<file path="config.mk">
export PLATFORM = sky130hd
export DESIGN_NAME = race_game_core
export DESIGN_NICKNAME = d
export VERILOG_FILES = /design/src/rtl/race_game_core.sv
export SDC_FILE = /design/constraint.sdc
export NUM_CORES = 1
export LEC_CHECK = 0
export CAP_MARGIN = 0
export CELL_PAD_IN_SITES_DETAIL_PLACEMENT = 0
export CELL_PAD_IN_SITES_GLOBAL_PLACEMENT = 1
export CORE_MARGIN = 3
export CORE_UTILIZATION = 46
export DETAILED_ROUTE_END_ITERATION = 8
export GPL_TIMING_DRIVEN = 0
export PLACE_DENSITY_LB_ADDON = 0.2
export SYNTH_ARGS = -nofsm -noshare
export SYNTH_HDL_FRONTEND = slang
export SYNTH_SLANG_ARGS = --single-unit
</file>
<file path="constraint.sdc">
create_clock -name clk -period 4.65 [get_ports clk]
set_clock_uncertainty 0.05 [all_clocks]
set_input_delay 0.465 -clock clk [delete_from_list [all_inputs] [get_ports clk]]
set_output_delay 0.465 -clock clk [all_outputs]
set_load 0.005 [all_outputs]
</file>
<file path="src/rtl/race_game_core.sv">
// N-player click-race engine: per-player step counting, red-light penalties,
// finish ranking with winner capture, and a round-robin display scanner.
module race_game_core #(
  parameter int N_PLAYERS     = 4,
  parameter int SCAN_DIV      = 100,
  parameter int CLICK_W       = 5,
  parameter int STEP_W        = 3,
  parameter int STOP_AT_FIRST = 0,
  localparam int PW           = (N_PLAYERS > 2) ? $clog2(N_PLAYERS) : 1
) (
  input  logic                 clk,
  input  logic                 rst,
  input  logic                 start,
  input  logic                 red,
  input  logic [CLICK_W-1:0]   max_clicks,
  input  logic [STEP_W-1:0]    max_steps,
  input  logic [N_PLAYERS-1:0] click,
  output logic [PW-1:0]        scan_player,
  output logic [STEP_W-1:0]    scan_position,
  output logic [3:0]           scan_status,
  output logic [N_PLAYERS-1:0] finished,
  output logic                 winner_valid,
  output logic [PW-1:0]        winner_id,
  output logic                 game_over
);
  localparam int SCW = (SCAN_DIV > 1) ? $clog2(SCAN_DIV) : 1;

  typedef enum logic [1:0] {IDLE, RUN, DONE} state_t;
  state_t state, state_next;

  logic [CLICK_W-1:0]   mc, mc_next;
  logic [STEP_W-1:0]    ms, ms_next;
  logic [STEP_W-1:0]    pos [N_PLAYERS];
  logic [STEP_W-1:0]    pos_next [N_PLAYERS];
  logic [CLICK_W-1:0]   cnt [N_PLAYERS];
  logic [CLICK_W-1:0]   cnt_next [N_PLAYERS];
  logic [2:0]           rank [N_PLAYERS];
  logic [2:0]           rank_next [N_PLAYERS];
  logic [N_PLAYERS-1:0] penalty, penalty_next;
  logic [N_PLAYERS-1:0] finished_next;
  logic [3:0]           next_rank, next_rank_next;
  logic                 winner_valid_next;
  logic [PW-1:0]        winner_id_next;
  logic [N_PLAYERS-1:0] click_prev, click_event;
  logic [SCW-1:0]       scan_cnt;

  generate
    for (genvar gi = 0; gi < N_PLAYERS; gi++) begin : g_edge
      assign click_event[gi] = click[gi] & ~click_prev[gi];
    end
  endgenerate

  always_comb begin
    state_next        = state;
    mc_next           = mc;
    ms_next           = ms;
    pos_next          = pos;
    cnt_next          = cnt;
    rank_next         = rank;
    penalty_next      = penalty;
    finished_next     = finished;
    next_rank_next    = next_rank;
    winner_valid_next = winner_valid;
    winner_id_next    = winner_id;
    case (state)
      RUN: begin
        // Ascending index order gives the lower index the lower rank on ties.
        for (int i = 0; i < N_PLAYERS; i++) begin
          if (click_event[i] && !finished[i]) begin
            if (red) begin
              cnt_next[i]     = '0;
              pos_next[i]     = '0;
              penalty_next[i] = 1'b1;
            end else begin
              penalty_next[i] = 1'b0;
              if (({1'b0, cnt[i]} + 1'b1) == {1'b0, mc}) begin
                cnt_next[i] = '0;
                pos_next[i] = pos[i] + 1'b1;
                if (pos_next[i] == ms) begin
                  finished_next[i] = 1'b1;
                  rank_next[i]     = next_rank_next[2:0];
                  next_rank_next   = next_rank_next + 1'b1;
                  if (!winner_valid_next) begin
                    winner_valid_next = 1'b1;
                    winner_id_next    = PW'(i);
                  end
                end
              end else begin
                cnt_next[i] = cnt[i] + 1'b1;
              end
            end
          end
        end
        if ((STOP_AT_FIRST != 0) ? (|finished_next) : (&finished_next))
          state_next = DONE;
      end
      default: begin
        if (start) begin
          state_next        = RUN;
          mc_next           = (max_clicks == '0) ? CLICK_W'(1) : max_clicks;
          ms_next           = (max_steps == '0) ? STEP_W'(1) : max_steps;
          penalty_next      = '0;
          finished_next     = '0;
          next_rank_next    = 4'd1;
          winner_valid_next = 1'b0;
          winner_id_next    = '0;
          for (int i = 0; i < N_PLAYERS; i++) begin
            pos_next[i]  = '0;
            cnt_next[i]  = '0;
            rank_next[i] = '0;
          end
        end
      end
    endcase
  end

  always_ff @(posedge clk or posedge rst) begin
    if (rst) begin
      state        <= IDLE;
      mc           <= '0;
      ms           <= '0;
      penalty      <= '0;
      finished     <= '0;
      next_rank    <= '0;
      winner_valid <= 1'b0;
      winner_id    <= '0;
      click_prev   <= '0;
      for (int i = 0; i < N_PLAYERS; i++) begin
        pos[i]  <= '0;
        cnt[i]  <= '0;
        rank[i] <= '0;
      end
    end else begin
      state        <= state_next;
      mc           <= mc_next;
      ms           <= ms_next;
      pos          <= pos_next;
      cnt          <= cnt_next;
      rank         <= rank_next;
      penalty      <= penalty_next;
      finished     <= finished_next;
      next_rank    <= next_rank_next;
      winner_valid <= winner_valid_next;
      winner_id    <= winner_id_next;
      click_prev   <= click;
    end
  end

  // Explicit wrap so non-power-of-two SCAN_DIV and N_PLAYERS behave.
  always_ff @(posedge clk or posedge rst) begin
    if (rst) begin
      scan_cnt    <= '0;
      scan_player <= '0;
    end else if (scan_cnt == SCW'(SCAN_DIV - 1)) begin
      scan_cnt    <= '0;
      scan_player <= (scan_player == PW'(N_PLAYERS - 1)) ? '0 : scan_player + 1'b1;
    end else begin
      scan_cnt    <= scan_cnt + 1'b1;
    end
  end

  assign game_over     = (state == DONE);
  assign scan_position = pos[scan_player];

  always_comb begin
    scan_status = 4'b0000;
    if (finished[scan_player])
      scan_status = {1'b1, rank[scan_player]};
    else if (penalty[scan_player])
      scan_status = 4'b0010;
    else if (state == RUN)
      scan_status = 4'b0001;
  end
endmodule

</file>
==> flow_summary.yaml, run 1 <==
worst_setup_path:
  crit_top_cell: "ha_1"
  crit_path_max_fanout: 5
  cpPeakStageDelay_ns: 0.44
  crit_family: "compound AO/OA/AOI/OAI gates"
  r2r-end: "next_rank[2]"
  r2r_cells: 20
  cp.arrival_ns: 4.64
  start_kind: "register"
  end_kind: "register"
  crit_slowest_cell: "dfrtp_1"
  path_cells: "ha_1, xnor2_1, nand2_1, nor4_4, and3_1, buf_4, xnor2_2, inv_2, ha_1, nor3_1, o31a_1, a211oi_4, ha_1, inv_1, or2_0, clkbuf_1, xnor2_1, a31oi_1, o21ai_0, a211o_1"
  r2r_setup_slack_ns: 0.21
  critical_path_buf_inv_count: 4
  endpoint: "next_rank[2]"
  startpoint: "pos[9]"
  crit_cells: 20
  crit_type: "reg -> reg"
  reg2reg_from: "pos[9]"
  cp.required_ns: 4.85
layout:
  antenna_cells: 0
  finish.utilization_pct: 54.6
  drive_gt1_share_pct: 10.2
  syn2layout_area_growth_pct: 14.3
  nFillCells: 978
  final_nets: 613
logic_synthesis:
  synth_nets: 568
  ys_warn_count: 0
  synth.top_cell.area_share_pct: 40.6
  syn_area_um2: 5000
  ys_seq_area_share_pct: 40.6
  synth_edf_count: 0
  async_flop_share_pct: 100
  synth_area_leaders: "dfrtp_1 41%, nand2_1 5.6%, xnor2_1 5.1%, o21ai_0 4.8%, nand3_1 4.0%"
  yosys.area.top_type: "dfrtp_1"
  ys_types: 66
  synth_flop_cell: "dfrtp_1"
  synth.avg_cell_area_um2: 9.27
  ys_seq_elements: 81
  synthCells: 539
clock_tree:
  htreeDepth: 3
  path_clk_slew_ns: 0.09
  holdBufCountCts: 0
  cts_max_path_buffers: 2
  clock_sinks: 81
  cts_buffers: 9
  clock-root-buffer: "clkbuf_8"
  clk_latency_ns: 0.37
  cts_tree: "done"
placed_design:
  dp.final_hpwl_um: 9170
  routabilityCongestion: 0.833
  dp_slack_ns: -0.632
  portBuffers: 32
detailed_routing:
  vias: 4087
  via_per_inst: 5.65
  routed_wl_um: 12400
  drtPass1Iterations: 5
  drt_iter0_markers: 245
  detail-route-antenna-nets: 0
  post_drt_wl_per_cell_um: 17.1
  drcViolationCount: 0
sta:
  fmax_mhz: 225
  setup_slack_ns: 0.212
  slew-limit-headroom_pct: 41.1
  rsz0062_at_grt: "no"
  finalHoldViolCount: 0
  worst_pin_slew_ns: 0.875
  min_period_ns: 4.44
  finalMaxSlewViolations: 0
  setup_violations: 0
  min_period_over_period_pct: 95.4
  finalSetupTns_ns: 0
  hold_ws_ns: 0.379
worst_hold_path:
  hold_class: "in -> async"
die:
  coreArea_um2: 10500
  initial_utilization_pct: 47.8
  fp.dieH_um: 110
  ios: 33
  die_x_um: 110
  fp-row-count: 37
  dieArea_um2: 12200
flow_run:
  maxCapViolCount: 0
power_and_ir_drop:
  power_density_nw_per_um2: 446
  p_leak_nw: 2.36
  ir_drop_uv: 232
status:
  outcome: "complete, no violations"
global_route:
  grt_pass1_vias: 4124
  overflow: 0
  grt_util_all_layers_pct: 22.1
  antenna_found_initial: 0
  grt_max_degree: 59
  grt_pass1_wl_um: 20700
[synth_stat cells (3+ instances only)]
| library cell | number |
|---|---|
| a211o_1 | 4 |
| o21ai_0 | 48 |
| nor2b_1 | 7 |
| nand2_1 | 75 |
| nor3_1 | 16 |
| ha_1 | 13 |
| nand2b_1 | 8 |
| a31oi_1 | 4 |
| nor4_1 | 4 |
| buf_2 | 5 |
| nand3_1 | 40 |
| mux2i_1 | 6 |
| a211oi_1 | 6 |
| o21ai_1 | 3 |
| a32o_1 | 4 |
| xnor2_1 | 29 |
| inv_1 | 17 |
| and3_1 | 4 |
| mux2_2 | 6 |
| nand3b_1 | 3 |
| nor3b_1 | 6 |
| a21oi_1 | 25 |
| and2_1 | 4 |
| mux4_2 | 8 |
| xnor2_2 | 5 |
| dfrtp_1 | 81 |
| nor2_1 | 30 |
| xor2_1 | 12 |
| clkbuf_1 | 18 |
[registers in the layout, indices dropped and copies added, names as in the netlist]
signal        cells
scan_cnt          7
ms                3
mc                5
rank             12
cnt              20
winner_id         2
winner_valid      1
scan_player       2
finished          4
pos              12
state             2
next_rank         3
click_prev        4
penalty           4
[report_power, final]
part           switching, mW  internal [mW]  total (mW)
Sequential             0.163          0.852        1.01
Clock                  0.260          0.202       0.463
Combinational          0.572          0.499        1.07
[timing repair]
action,4_1_cts,5_1_grt
setup endpoints to repair,1,1
setup buffers,1,0
resized for setup,1,5
pin swaps,1,1
[stage by stage]
step	instances	cell area (um^2)	total power, mW
CTS	724	5690	2.56
finish	724	5710	2.55
global placement	707	5490	2.05
detailed placement	708	5520	2.09
floorplan	539	5000	1.78
global route	724	5710	2.74
[routing by layer]
layer | part of all wire (%) | global-route usage [%]
met4 | 1.7 | 7.12
met2 | 47 | 36.4
met5 | 0 | 0
met1 | 47 | 29.6
met3 | 4.3 | 3.96
[area by class of cell]
cell class                      instances  area [um^2]  area share, %
Sequential cell                        81         2030           35.5
Inverter                               17         66.3           1.16
Clock buffer                           11          141           2.47
Multi-Input combinational cell        413         2810           49.1
Clock inverter                          4         20.0          0.350
Buffer                                 28          126           2.21
Timing Repair Buffer                   34          355           6.22
Tap cell                              136          170           2.98
[cell usage in the layout (no fill, tap or decap), types with 6 or more instances in the layout]
cell type        synthesis  routed
a211oi_1                 6       6
inv_1                   17      15
mux2_2                   6       6
o21ai_0                 48      48
mux2i_1                  6       6
clkbuf_1                18      19
a21oi_1                 25      25
nand2_1                 75      75
ha_1                    13      13
dfrtp_1                 81      81
clkbuf_8                 0      10
xor2_1                  12      12
mux4_2                   8       8
nor2_1                  30      30
nand3_1                 40      40
nor3_1                  16      16
clkdlybuf4s50_1          0      32
nand2b_1                 8       8
xnor2_1                 29      29
nor2b_1                  7       7
[logic make-up (layout without fill, tap and decap cells)]
kind of cell / count (synthesis) / in the layout / share of synthesized area (%)
AO/OA/AOI/OAI: 113 / 113 / 13.9
buffers and inverters: 45 / 94 / 3.81
AND/OR/NAND/NOR: 217 / 217 / 22.0
adder cells (fa/ha/maj): 14 / 14 / 3.48
flip-flops: 81 / 81 / 40.6
multiplexers: 20 / 20 / 6.16
XOR/XNOR: 49 / 49 / 10.1
[worst min-delay path by stage]
stage / depth (start not counted) / slack, ns / startpoint / to
6_report: 2 / 0.38 / rst / next_rank[0]
5_1_grt: 2 / 0.39 / rst / next_rank[0]
4_1_cts: 2 / 0.37 / rst / rank[3]
3_5_place_dp: 2 / 0.43 / rank[4] / rank[4]
3_3_place_gp: 1 / 0.42 / scan_cnt[0] / scan_cnt[0]
2_1_floorplan: 2 / 0.40 / rank[4] / rank[4]
Power figures use the tool's default switching activity.
==> run 2: changes to the inputs <==
--- a/config.mk
+++ b/config.mk
@@ -12,6 +12,7 @@
 export CORE_UTILIZATION = 46
 export DETAILED_ROUTE_END_ITERATION = 8
 export GPL_TIMING_DRIVEN = 0
+export HOLD_SLACK_MARGIN = 0.12
 export PLACE_DENSITY_LB_ADDON = 0.2
 export SYNTH_ARGS = -nofsm -noshare
 export SYNTH_HDL_FRONTEND = slang
==> results of run 2 <==
Final layout, timing and power as in run 1 (identical DEF).
